### src/rtl/poss_seq.sv
// poss_seq: power-on self-set sequencer for CMD-3 modules.
// Walks a synchronous address/data configuration table and issues one
// register write per entry over a req/ack port. Reports busy/done/error.
// Optional feature macro: POSS_SEQ_TIMEOUT_EN (per-write ack timeout and ERR state).
module poss_seq #(
    parameter int ADDR_W    = 8,
    parameter int DATA_W    = 16,
    parameter int N_ENTRIES = 16,
    parameter int TIMEOUT   = 255,
    localparam int IDX_W    = (N_ENTRIES > 1) ? $clog2(N_ENTRIES) : 1
) (
    input  logic              clk,
    input  logic              rst_n,
    input  logic              start,
    output logic              busy,
    output logic              done,
    output logic              error,
    output logic [IDX_W-1:0]  tbl_idx,
    input  logic [ADDR_W-1:0] tbl_addr,
    input  logic [DATA_W-1:0] tbl_data,
    input  logic              tbl_last,
    output logic              wr_req,
    output logic [ADDR_W-1:0] wr_addr,
    output logic [DATA_W-1:0] wr_data,
    input  logic              wr_ack
);

    typedef enum logic [2:0] {
        S_IDLE,
        S_FETCH,
        S_LATCH,
        S_WRITE,
        S_DONE,
        S_ERR
    } state_t;

    localparam logic [IDX_W-1:0] LAST_IDX = IDX_W'(N_ENTRIES - 1);

    // The ack wait limit must allow at least one WRITE cycle.
    if (TIMEOUT < 1) begin : g_timeout_check
        $error("poss_seq: TIMEOUT must be >= 1");
    end

    state_t state;
    logic   start_d;
    logic   last_q;
    logic   start_edge;

    assign start_edge = start & ~start_d;

`ifdef POSS_SEQ_TIMEOUT_EN
    localparam int CNT_W = (TIMEOUT > 1) ? $clog2(TIMEOUT) : 1;
    localparam logic [CNT_W-1:0] CNT_LIMIT = CNT_W'(TIMEOUT - 1);

    logic [CNT_W-1:0] to_cnt;
    logic             error_q;

    assign error = error_q;
`else
    assign error = 1'b0;
`endif

    // Sequencer FSM with registered outputs; start edge detector included.
    always_ff @(posedge clk or negedge rst_n) begin
        if (!rst_n) begin
            state   <= S_IDLE;
            start_d <= 1'b0;
            busy    <= 1'b0;
            done    <= 1'b0;
            tbl_idx <= '0;
            wr_req  <= 1'b0;
            wr_addr <= '0;
            wr_data <= '0;
            last_q  <= 1'b0;
`ifdef POSS_SEQ_TIMEOUT_EN
            to_cnt  <= '0;
            error_q <= 1'b0;
`endif
        end else begin
            start_d <= start;
            case (state)
                S_IDLE: begin
                    if (start_edge) begin
                        state   <= S_FETCH;
                        tbl_idx <= '0;
                        busy    <= 1'b1;
                    end
                end
                S_FETCH: begin
                    // tbl_idx is presented; table output is valid next cycle.
                    state <= S_LATCH;
                end
                S_LATCH: begin
                    wr_addr <= tbl_addr;
                    wr_data <= tbl_data;
                    last_q  <= tbl_last | (tbl_idx == LAST_IDX);
                    wr_req  <= 1'b1;
`ifdef POSS_SEQ_TIMEOUT_EN
                    to_cnt  <= '0;
`endif
                    state   <= S_WRITE;
                end
                S_WRITE: begin
                    if (wr_ack) begin
                        wr_req <= 1'b0;
                        if (last_q) begin
                            state <= S_DONE;
                            busy  <= 1'b0;
                            done  <= 1'b1;
                        end else begin
                            tbl_idx <= tbl_idx + 1'b1;
                            state   <= S_FETCH;
                        end
                    end
`ifdef POSS_SEQ_TIMEOUT_EN
                    // An ack on the limit edge takes priority over the timeout.
                    else if (to_cnt == CNT_LIMIT) begin
                        wr_req  <= 1'b0;
                        busy    <= 1'b0;
                        error_q <= 1'b1;
                        state   <= S_ERR;
                    end else begin
                        to_cnt <= to_cnt + 1'b1;
                    end
`endif
                end
                S_DONE: begin
                    // Terminal until reset.
                end
`ifdef POSS_SEQ_TIMEOUT_EN
                S_ERR: begin
                    if (start_edge) begin
                        state   <= S_FETCH;
                        tbl_idx <= '0;
                        error_q <= 1'b0;
                        busy    <= 1'b1;
                    end
                end
`endif
                default: begin
                    state <= S_IDLE;
                end
            endcase
        end
    end

endmodule

### config.mk
export PLATFORM = sky130hd
export DESIGN_NAME = poss_seq
export DESIGN_NICKNAME = d
export VERILOG_FILES = /design/src/rtl/poss_seq.sv
export SDC_FILE = /design/constraint.sdc
export NUM_CORES = 1
export LEC_CHECK = 0
export BUFFER_PORTS_ARGS = -buffer_cell sky130_fd_sc_hd__buf_2
export CORE_ASPECT_RATIO = 1.5
export CORE_MARGIN = 5
export CORE_UTILIZATION = 42
export CTS_CLUSTER_DIAMETER = 200
export CTS_CLUSTER_SIZE = 30
export DETAILED_ROUTE_END_ITERATION = 8
export GPL_ROUTABILITY_DRIVEN = 0
export PLACE_DENSITY = 0.74
export SYNTH_ARGS = -nofsm -noshare
export SYNTH_HDL_FRONTEND = slang
export SYNTH_SLANG_ARGS = --single-unit
### constraint.sdc
create_clock -name clk -period 1.39 [get_ports clk]
set_input_delay 0.0695 -clock clk [delete_from_list [all_inputs] [get_ports clk]]
set_output_delay 0.0695 -clock clk [all_outputs]
set_load 0.005 [all_outputs]
Word-level counts from Yosys, hierarchy flattened
Index checks and enable logic that the tools add are counted.
W data, S select, Z words.
{"block": "op_classes", "add_sub_neg": 1, "eq_ne": 9, "mux": 14, "bitwise": 4, "reduce_logical": 8}
{"operator": "$pmux W3 S5", "count": 1}
{"operator": "$mux W4", "count": 3}
{"operator": "$mux W3", "count": 3}
{"operator": "$ne A2 B2 Y1 const B", "count": 4}
{"operator": "$pmux W4 S2", "count": 1}
{"operator": "$reduce_and A4 Y1", "count": 2}
{"operator": "$eq A3 B2 Y1 const B", "count": 2}
{"operator": "$reduce_and A3 Y1", "count": 2}
{"operator": "$add A4 B1 Y4 const B", "count": 1}
{"operator": "$eq A4 B4 Y1 const B", "count": 1}
{"operator": "$mux W1", "count": 4}
{"operator": "$pmux W1 S2", "count": 2}
{"operator": "$reduce_bool A2 Y1", "count": 2}
{"operator": "$eq A3 B1 Y1 const B", "count": 1}
{"operator": "$eq A3 B3 Y1 const B", "count": 1}
{"operator": "$logic_not A3 Y1", "count": 1}
{"operator": "$not A1 Y1", "count": 2}
{"operator": "$reduce_and A2 Y1", "count": 1}
{"operator": "$and A1 B1 Y1", "count": 1}
{"operator": "$or A1 B1 Y1", "count": 1}
{"block": "word_totals", "regBits": 36, "in_bits": 29, "output_inout_bits": 32}

Longest topological paths before layout
{"block": "logic_depth", "depth_word": 4, "mapped_depth": 5}

Least setup slack after synthesis
Ideal clock, no wire load.
{"block": "synth_timing", "path_kind": "register to register", "from": "reg state[0]", "to": "reg wr_data[10]", "setup_time_ns": 0.125, "arrival_ns": 1.375, "setup_slack_ns": -0.110, "stages_incl_launch_ff": 5, "period_less_slack_ns": 1.500, "path_cell_list": "dfrtp_1 buf_2 nor3_4 buf_6 mux2_2"}
{"block": "synth_via", "elab_chain_cells": 1}
{"item": "from (decl)", "line": "44", "source": "state_t state;"}
{"item": "from (signal assigned)", "line": "66", "source": "state <= S_IDLE;"}
{"item": "from (signal assigned)", "line": "84", "source": "state <= S_FETCH;"}
{"item": "from (signal assigned)", "line": "91", "source": "state <= S_LATCH;"}
{"item": "$eq A3 B2 Y1", "line": "81", "source": "case (state)"}
{"item": "to (signal assigned)", "line": "95", "source": "wr_data <= tbl_data;"}
{"item": "to (decl)", "line": "24", "source": "output logic [DATA_W-1:0] wr_data,"}
Every way passes these cells.
A chain may end at the register's enable or synchronous reset.

Worst setup path in the final report
{"block": "layout_timing", "from": "reg state[0]", "to": "reg wr_data[4]"}
Same word-level chain as after synthesis.

==> results.md <==
- Layout cell share with drive strength beyond 1: between 50% and 60%
- Clk sink count: 36
- Design Power: between 4000 and 5000 uW
- Post-DP HPWL: approximately 2400 um
- Final setup margin: around 0.06 ns
- Die area: between 0.004 and 0.005 mm2
- PortBufs: 59
- EDFF count, synth: 0
- Crit. End Element: flop
- Critical path required time: 1.55 ns
- Rows: 26
- ANT cells: 0
- Fmax: 753 MHz
- Max Cap Viol: 0
- Reg2reg start: state[0]
- Routed vias/inst: roughly 5
- Cell area after synthesis: ~0.0015 mm2
- CP Class: flop to flop
- PD cells: 2250 mW/mm2
- Leak: between 0.0009 and 0.001 uW
- Reg-to-reg endpoint: wr_data[4]
- First-pass GRT wire length: 5160 um
- Area delta synth->final: 35.1%
- Synth cell types: 27
- Die width: around 58 um
- Crit path arrival time: approximately 1.5 ns
- Cells after Synth: 110
- Yosys reg bits: 36
- Clock-pin slew on the worst setup and hold paths: approximately 0.060 ns
- Vias in the first global route: ~1200
- Starting density of the core: 43.2%
- Root Buffer: clkbuf_8
- Sequential area share after synthesis: about three fifths
- Leading area contributor after synthesis: dfrtp_1
- Nets: 211
- RSZ-0062 raised after global routing: true
- Fin crit period: around 1.3 ns
- IO Count: between 60 and 70
- Worst hold path depth: 2
- Clk_skew: around 0.0025 ns
- Largest net degree at the start of global routing: 37
- Final Hold Vio Count: 0
- Final Cycle Share: ~96%
- Ys flop type: dfrtp_1
- Post-route core utilization: between 50% and 60%
- CTS H-tree lvls: 2
- Drt pass-1 iters: 2
- Total track usage: 14.4%
- Cts bufs inserted: 5
- Routed len/inst: between 10 and 15 um
- GR Overflow Total: 0
- Via count of the routed design: around 1100
- CTS max path bufs: 2
- CP startpoint kind: flop
- Setup violations, final: 0
- Worst Hold Path EP: wr_addr[3]
- Reg2reg setup slack: 0.06 ns
- R2r worst-path depth: 3
- CTS tree: built
- Worst-path maximum fanout: 19
- Worst Setup SP: state[0]
- Antenna violations before repair: 0
- YS warnings: 0
- Hold Crit Start: tbl_addr[3]
- Synth area leaders: dfrtp_1, mux2_2, mux2_1
- Dpl ws: -0.0246 ns
- Insertion delay to the later sink of the worst-skew pair: approximately 0.28 ns
- Post-synth top area share: between 60% and 70%
- Peak VDD IR: 1.39 mV
- DRC viols: 0
- Syn nets: 140
- Antenna-violating nets left: 0
- Max-slew violations: 0
- HP Class: input port to flop
- Status: finished, final reports clean
- Vert. Die Dim: between 80 and 90 um
- Syn_area_per_cell: around 13 um2
- Core area: ~0.0034 mm2
- Drt first-iter violations: 16
- Ys async rst share: 100%
- Post-Route WL: ~3100 um
timing repair:
item | CTS | global route
setup buffers | 0 | 0
resized for setup | 1 | 7
endpoints found under the hold margin | 40 | 0
gates cloned | 0 | 0
hold buffers | 5 | 0
pin swaps | 0 | 1
endpoints found under the setup margin | 1 | 26
area by class of cell:
type	instances	area, um2
clock buffers	6	72.6
inverters	1	3.75
flip-flops and latches	36	902
fillers	304	1410
clock inverters	1	5.00
multi-input cells	68	541
repair buffers	69	399
well taps	42	52.6
how the worst max path moves through the flow:
| stage | end | slack, ns | cells after the start |
|---|---|---|---|
| after detailed placement | tbl_idx[2] | -0.02 | 5 |
| after global routing | wr_data[1] | -0.01 | 4 |
| after floorplan | wr_data[10] | -0.08 | 4 |
| after global placement | tbl_idx[2] | 0.07 | 4 |
| after CTS | tbl_idx[2] | 0.03 | 5 |
| final | wr_data[4] | 0.06 | 3 |
where the power goes:
group / internal, uW / switching [uW]
clock network: 340 / 338
logic: 1080 / 807
registers: 1560 / 316
routing by layer:
metal,vias to the layer above,part of all wire [%],GRT usage (%)
met5,-,0,0
met4,0,2.5,7.42
met3,9,6.6,4.35
met2,44,53,25.6
met1,524,38,15.2
li1,520,-,-
worst max-delay path, cell delays in order (launching register included):
cell	delay, ns
dfrtp_1	0.42
nor3_4	0.24
buf_12	0.19
mux2_2	0.35
cell usage after synthesis, types with 2 or more instances:
master	n
dfrtp_1	36
mux2_2	19
nand4_1	2
nor3_1	2
buf_2	2
mux2_1	5
nor2_1	5
nand2b_1	3
nand3_1	3
a21o_1	2
buf_6	2
a21oi_1	3
nand2_1	9
o21ai_0	4
state kept, by name (all words and copies together), names as in the netlist, 3 cells and up:
signal	flops
state	3
wr_data	16
wr_addr	8
tbl_idx	4
stage by stage:
| step | TNS, ns | cells | hold WS [ns] | cell area, um2 |
|---|---|---|---|---|
| floorplan | -1.19 | 110 | -0.226 | 1470 |
| global route | -0.0644 | 223 | 0.00341 | 1980 |
| CTS | 0 | 223 | 0.00366 | 1950 |
| finish | 0 | 223 | 0.00474 | 1980 |
| global placement | 0 | 211 | 0.120 | 1820 |
| detailed placement | -0.0246 | 211 | 0.132 | 1820 |
logic make-up after synthesis:
family	share of synthesized area, %
DFF	61.6
other	0.256
buffers and inverters	2.99
muxes	18.5
and+or+nand+nor	11.5
adders and majority gates	0.855
AOI/OAI and AO/OA	4.36
layout by cell type (no fill, tap or decap), types with 2 or more instances in the layout:
cell	instances
buf_2	59
dfrtp_1	35
mux2_2	18
nand2_1	9
mux2_1	5
clkbuf_8	5
dlygate4sd3_1	5
nor2_1	4
a21oi_1	3
nand2b_1	3
nand3_1	3
o21ai_0	3
buf_4	3
nand4_1	2
a21o_1	2
nor3_1	2
(Power assumes the default switching activity.)
